File: config.mk
export PLATFORM = sky130hd
export DESIGN_NAME = mem_rd_stream
export DESIGN_NICKNAME = d
export VERILOG_FILES = /design/src/rtl/mem_rd_stream.sv
export SDC_FILE = /design/constraint.sdc
export NUM_CORES = 1
export LEC_CHECK = 0
export ABC_CLOCK_PERIOD_IN_PS = 14300
export CORE_MARGIN = 2
export CORE_UTILIZATION = 58
export DETAILED_ROUTE_END_ITERATION = 7
export PLACE_DENSITY = 0.84
export SYNTH_ARGS = -nofsm -noshare
export SYNTH_HDL_FRONTEND = slang
export SYNTH_SLANG_ARGS = --single-unit
File: constraint.sdc
create_clock -name clk -period 14.3 [get_ports clk]
set_input_delay 4.29 -clock clk [delete_from_list [all_inputs] [get_ports clk]]
set_output_delay 4.29 -clock clk [all_outputs]
set_load 0.02 [all_outputs]
File: src/rtl/mem_rd_stream.sv
// ---------------------------------------------------------------------------
// mem_rd_stream
//
// Reads a burst of consecutive words from a synchronous memory read port and
// presents them as a valid/ready stream. A start pulse latches a base
// address and word count. Reads are issued one per cycle while credit
// remains. Returning data lands in a small FIFO of depth RD_LAT+2 that
// absorbs m_ready back-pressure.
//
// Parameters
//   WIDTH   data word width in bits
//   DEPTH   memory depth in words (AW = $clog2(DEPTH))
//   RD_LAT  memory read latency in cycles, legal range 1..3
//
// Ports
//   clk        single clock, all logic on the rising edge
//   rst_n      synchronous active-low reset
//   start      one-cycle burst request; base_addr/len are sampled with it
//   base_addr  first word address
//   len        word count, 0..DEPTH
//   busy       high while a burst is in progress
//   done       one-cycle pulse when a burst completes
//   enB/addrB  memory read-port enable and address
//   doutB      memory read data, valid RD_LAT cycles after enB
//   m_data/m_valid/m_ready  output stream
//   m_last     final-word marker; exists only when MEM_RD_LAST_EN is defined
// ---------------------------------------------------------------------------
module mem_rd_stream #(
    parameter int WIDTH  = 32,
    parameter int DEPTH  = 512,
    parameter int RD_LAT = 1,
    localparam int AW    = $clog2(DEPTH)
) (
    input  logic             clk,
    input  logic             rst_n,
    input  logic             start,
    input  logic [AW-1:0]    base_addr,
    input  logic [AW:0]      len,
    output logic             busy,
    output logic             done,
    output logic             enB,
    output logic [AW-1:0]    addrB,
    input  logic [WIDTH-1:0] doutB,
    output logic [WIDTH-1:0] m_data,
    output logic             m_valid,
    input  logic             m_ready
`ifdef MEM_RD_LAST_EN
    ,
    output logic             m_last
`endif
);

    localparam int FD = RD_LAT + 2;        // FIFO depth == read credits
    localparam int PW = $clog2(FD);
    localparam int CW = $clog2(FD + 1);

    typedef enum logic [1:0] {IDLE, RUN, DRAIN} state_t;

    state_t            state_q, state_d;
    logic [AW-1:0]     addr_q, addr_d;           // next address to read
    logic [AW-1:0]     last_addr_q, last_addr_d; // address of the latest read
    logic [AW:0]       len_q, len_d;
    logic [AW:0]       issued_q, issued_d;
    logic [CW-1:0]     inflight_q, inflight_d;   // issued, not yet in FIFO
    logic [CW-1:0]     fcnt_q, fcnt_d;           // FIFO occupancy
    logic [RD_LAT-1:0] vld_pipe_q, vld_pipe_d;   // tracks reads in the memory
    logic [PW-1:0]     wptr_q, wptr_d, rptr_q, rptr_d;
    logic              done_q, done_d;
    logic [WIDTH-1:0]  fifo_mem [FD];

    logic        accept, issue, push, pop, last_pop;
    logic [CW:0] occ;

    // A start in the done cycle is not taken; the next burst begins only
    // once the completion pulse has gone.
    assign accept   = start && !done_q;
    assign pop      = (fcnt_q != '0) && m_ready;
    assign push     = vld_pipe_q[RD_LAT-1];
    // Credit check: a word leaving the FIFO this cycle frees its slot now.
    assign occ      = {1'b0, inflight_q} + {1'b0, fcnt_q} - (CW+1)'(pop);
    assign issue    = (state_q == RUN) && (issued_q < len_q) && (occ < (CW+1)'(FD));
    // Once in DRAIN every read has been issued, so a lone FIFO entry with
    // nothing left in flight is the final word of the burst.
    assign last_pop = (state_q == DRAIN) && pop && (inflight_q == '0) && (fcnt_q == CW'(1));

    // State register and datapath registers.
    // NOTE: clocked state is updated with non-blocking assignments only, so
    // every register samples the pre-edge value of every other register.
    always_ff @(posedge clk) begin
        if (!rst_n) begin
            state_q     <= IDLE;
            addr_q      <= '0;
            last_addr_q <= '0;
            len_q       <= '0;
            issued_q    <= '0;
            inflight_q  <= '0;
            fcnt_q      <= '0;
            vld_pipe_q  <= '0;
            wptr_q      <= '0;
            rptr_q      <= '0;
            done_q      <= 1'b0;
        end else begin
            state_q     <= state_d;
            addr_q      <= addr_d;
            last_addr_q <= last_addr_d;
            len_q       <= len_d;
            issued_q    <= issued_d;
            inflight_q  <= inflight_d;
            fcnt_q      <= fcnt_d;
            vld_pipe_q  <= vld_pipe_d;
            wptr_q      <= wptr_d;
            rptr_q      <= rptr_d;
            done_q      <= done_d;
        end
    end

    // NOTE: FIFO storage has no reset; the pointers and count define which
    // entries are meaningful, so clearing the array would only cost logic.
    always_ff @(posedge clk) begin
        if (push) begin
            fifo_mem[wptr_q] <= doutB;
        end
    end

    // Next-state logic.
    // NOTE: every signal driven here gets a default first, so no path can
    // leave it unassigned and infer a latch.
    always_comb begin
        state_d     = state_q;
        done_d      = 1'b0;
        addr_d      = addr_q;
        last_addr_d = last_addr_q;
        len_d       = len_q;
        issued_d    = issued_q;

        case (state_q)
            IDLE: begin
                if (accept) begin
                    if (len != '0) begin
                        state_d  = RUN;
                        len_d    = len;
                        addr_d   = base_addr;
                        issued_d = '0;
                    end else begin
                        done_d = 1'b1;
                    end
                end
            end
            RUN: begin
                if (issue && (issued_q == len_q - (AW+1)'(1))) begin
                    state_d = DRAIN;
                end
            end
            DRAIN: begin
                if (last_pop) begin
                    state_d = IDLE;
                    done_d  = 1'b1;
                end
            end
            default: state_d = IDLE;
        endcase

        if (issue) begin
            last_addr_d = addr_q;
            addr_d      = (addr_q == AW'(DEPTH - 1)) ? '0 : addr_q + AW'(1);
            issued_d    = issued_q + (AW+1)'(1);
        end

        inflight_d    = inflight_q + CW'(issue) - CW'(push);
        fcnt_d        = fcnt_q + CW'(push) - CW'(pop);
        wptr_d        = push ? ((wptr_q == PW'(FD - 1)) ? '0 : wptr_q + PW'(1)) : wptr_q;
        rptr_d        = pop  ? ((rptr_q == PW'(FD - 1)) ? '0 : rptr_q + PW'(1)) : rptr_q;
        vld_pipe_d[0] = issue;
        for (int i = 1; i < RD_LAT; i++) begin
            vld_pipe_d[i] = vld_pipe_q[i-1];
        end
    end

    // Outputs. addrB shows the live address while reading and otherwise
    // holds the address of the most recent read.
    always_comb begin
        busy    = (state_q != IDLE);
        done    = done_q;
        enB     = issue;
        addrB   = issue ? addr_q : last_addr_q;
        m_valid = (fcnt_q != '0);
        m_data  = fifo_mem[rptr_q];
`ifdef MEM_RD_LAST_EN
        m_last  = (state_q == DRAIN) && (inflight_q == '0) && (fcnt_q == CW'(1));
`endif
    end

endmodule

==> qor.yml <==
grt_pass1_vias: 5005
synth-main-ff-cell: "edfxtp_1"
yosys.area.top_type: "edfxtp_1"
critPathMaxStageDelay_ps: 780
maxSlewHeadroom_pct: 29.9
worstPathRequired_ps: 10010
yosysMostFrequentCell: "edfxtp_1"
crit_top_cell: "inv_1"
syn_nets: 673
final.fill_count: 764
async_flop_share_pct: 0
final-max-slew-violation-count: 0
dp_hpwl_mm: 9.58
die-width_um: 111
drtAntennaViolNets: 0
hold_ws_ps: 472
cts_setup_buffers: 0
ctsHoldBuffers: 0
cp-end-kind: "primary output"
synth_edf_count: 96
ys_types: 55
cts.repair.resized: 0
criticalPathCategory: "primary input to primary output"
clock_sinks: 148
drt-total-wl_mm: 14.7
nets: 761
postSynthAreaPerCell_um2: 11.1
gr-total-overflow: 0
worst_pin_slew_ps: 1050
synth_area_leaders: "edfxtp_1 43%, dfxtp_1 16%, mux2i_1 5.4%"
min_period_ps: 12390
path_max_fanout: 21
crit_chain: "clkdlybuf4s50_1 > inv_1 > nor3_1 > a21o_1 > ha_1 > inv_1 > fa_1 > xor2_1 > and4_1 > nand2_1 > inv_1 > clkdlybuf4s50_1"
p_leak_nw: 2.83
drt_iter0_drc: 462
core_area_um2: 11300
grt_max_degree: 65
globalplace.congestion: 0.887
placementRows: 39
cts_root_buf: "clkbuf_16"
fin_setup_tns_ps: 0
numCtsBuffers: 17
cts_tree: "done"
clock_latency_ps: 420
drv_cap: 0
syn_inst: 598
vias_per_cell: 5.91
outcome: "finished, final reports clean"
fmaxAchievable_mhz: 80.7
start_kind: "primary input"
syn_area_um2: 6660
fin_skew_ps: 10.7
post-route-period-util_pct: 86.6
start_util_pct: 58.8
power_density_nw_per_um2: 151
crit_slowest_cell: "and4_1"
yosys_warnings: 0
io_pins: 100
synth_top_area_share_pct: 43.3
setup_viol: 0
antenna_found_initial: 0
wl_per_cell_um: 17.4
cts_buffer_depth: 2
synthTopCellsByCount: "96 x edfxtp_1, 84 x nand2_1, 52 x dfxtp_1"
drc_errors: 0
port_buffers: 99
syn_to_final_growth_pct: 24.9
clk_pin_slew_ps: 60
hold_violations: 0
peakVddDrop_mv: 0.112
dieArea_um2: 12300
layout-drive-gt1-share_pct: 7.02
rsz0062_at_grt: "no"
first_pass_iters: 6
hp-class: "flop to flop"
htree_levels: 4
diodes: 0
die_h_um: 111
yosysSeqAreaShare_pct: 58.9
cp.arrival_ps: 8100
grt_use_total_pct: 24.7
synth-seq-cells: 148
via_count: 4972
grt_pass1_wl_mm: 24.3
## cell families (layout without fill, tap and decap cells)
| logic type | Yosys count | count (layout) | share of synthesized area [%] |
|---|---|---|---|
| fa+ha+maj | 20 | 20 | 3.87 |
| compound gates | 129 | 129 | 12.1 |
| buf+inv | 54 | 154 | 3.20 |
| flops | 148 | 148 | 58.9 |
| xor+xnor | 23 | 23 | 3.03 |
| simple gates | 188 | 188 | 13.4 |
| mux | 36 | 36 | 5.41 |
## final timing paths
path | start | to | slack, ps | cells past startpoint
worst min-delay path | len_q[7]$_SDFFE_PN0P_ | len_q[7]$_SDFFE_PN0P_ | 470 | 2
worst max-delay path | m_ready | enB | 1910 | 12
worst max register to register | fcnt_q[1]$_SDFF_PN0_ | inflight_q[1]$_SDFF_PN0_ | 10610 | 14
worst min register to register | len_q[7]$_SDFFE_PN0P_ | len_q[7]$_SDFFE_PN0P_ | 470 | 2
## cell type report
cell class / count / area [um2] / share of cell area [%]
flip-flops and latches: 148 / 3930 / 47.2
repair buffers: 102 / 1010 / 12.2
clock inverters: 14 / 141 / 1.70
multi-input cells: 396 / 2550 / 30.6
clock buffers: 17 / 425 / 5.12
inverters: 21 / 78.8 / 0.948
well taps: 143 / 179 / 2.15
## metrics by stage
stage	total power, W	utilization (%)	instances	area [um2]	setup WS [ps]
global route	0.00131	73.4	841	8310	1650
detailed placement	0.000835	68.4	810	7740	1950
floorplan	0.000713	-	598	6660	3800
global placement	0.000820	68.4	810	7740	2130
finish	0.00126	73.4	841	8310	1910
CTS	0.00126	73.4	841	8310	1920
## state kept, by name, indices dropped and copies added, names as in the netlist, named ones only
name / count
done: 1
last_addr_q: 9
fifo_mem: 96
wptr_q: 2
push: 1
inflight_q: 2
fcnt_q: 2
addr_q: 9
issued_q: 10
rptr_q: 2
len_q: 10
state_q: 2
## critical path: cells and delay by family
kind,cells,cell delay [ps]
XOR/XNOR,1,210
buffers and inverters,5,1450
adder cells (fa/ha/maj),2,500
AND/OR/NAND/NOR,3,1530
AO/OA/AOI/OAI,1,130
## cell usage in the layout (no fill, tap or decap), drive strengths merged, types with 2 or more instances in the layout
master,n
or2,4
ha,19
or3,5
o211ai,14
nor3b,3
dfxtp,52
edfxtp,96
xnor2,14
o21ai,47
nand2,84
a22oi,2
nor2,25
clkdlybuf4s50,99
mux2i,36
o21a,5
nor4,5
xor2,9
nor2b,4
o221ai,3
clkinv,2
clkbuf,17
o211a,2
a21oi,31
nand3,19
a311oi,6
o31ai,2
or4,6
a21o,2
nor3,14
a31oi,6
and4,2
and2,3
and3,2
nand2b,2
nand4,8
inv,29
clkinvlp,3
a41oi,2
buf,3
## where the power goes
group	leakage [nW]	internal, W	switching (W)	total, W
logic	1.27	0.000137	0.000166	0.000303
clock network	0.271	0.000244	0.000184	0.000427
registers	1.29	0.000489	0.0000370	0.000526
## routing by layer
metal  vias up  track usage, %  wire length [um]
li1       2383               -                 -
met1      2350            30.4              6120
met4         0            8.23               244
met3        26            5.74               860
met2       213            43.1              7450
met5         -               0                 0
Note: power is estimated with default switching activity, not from simulation.
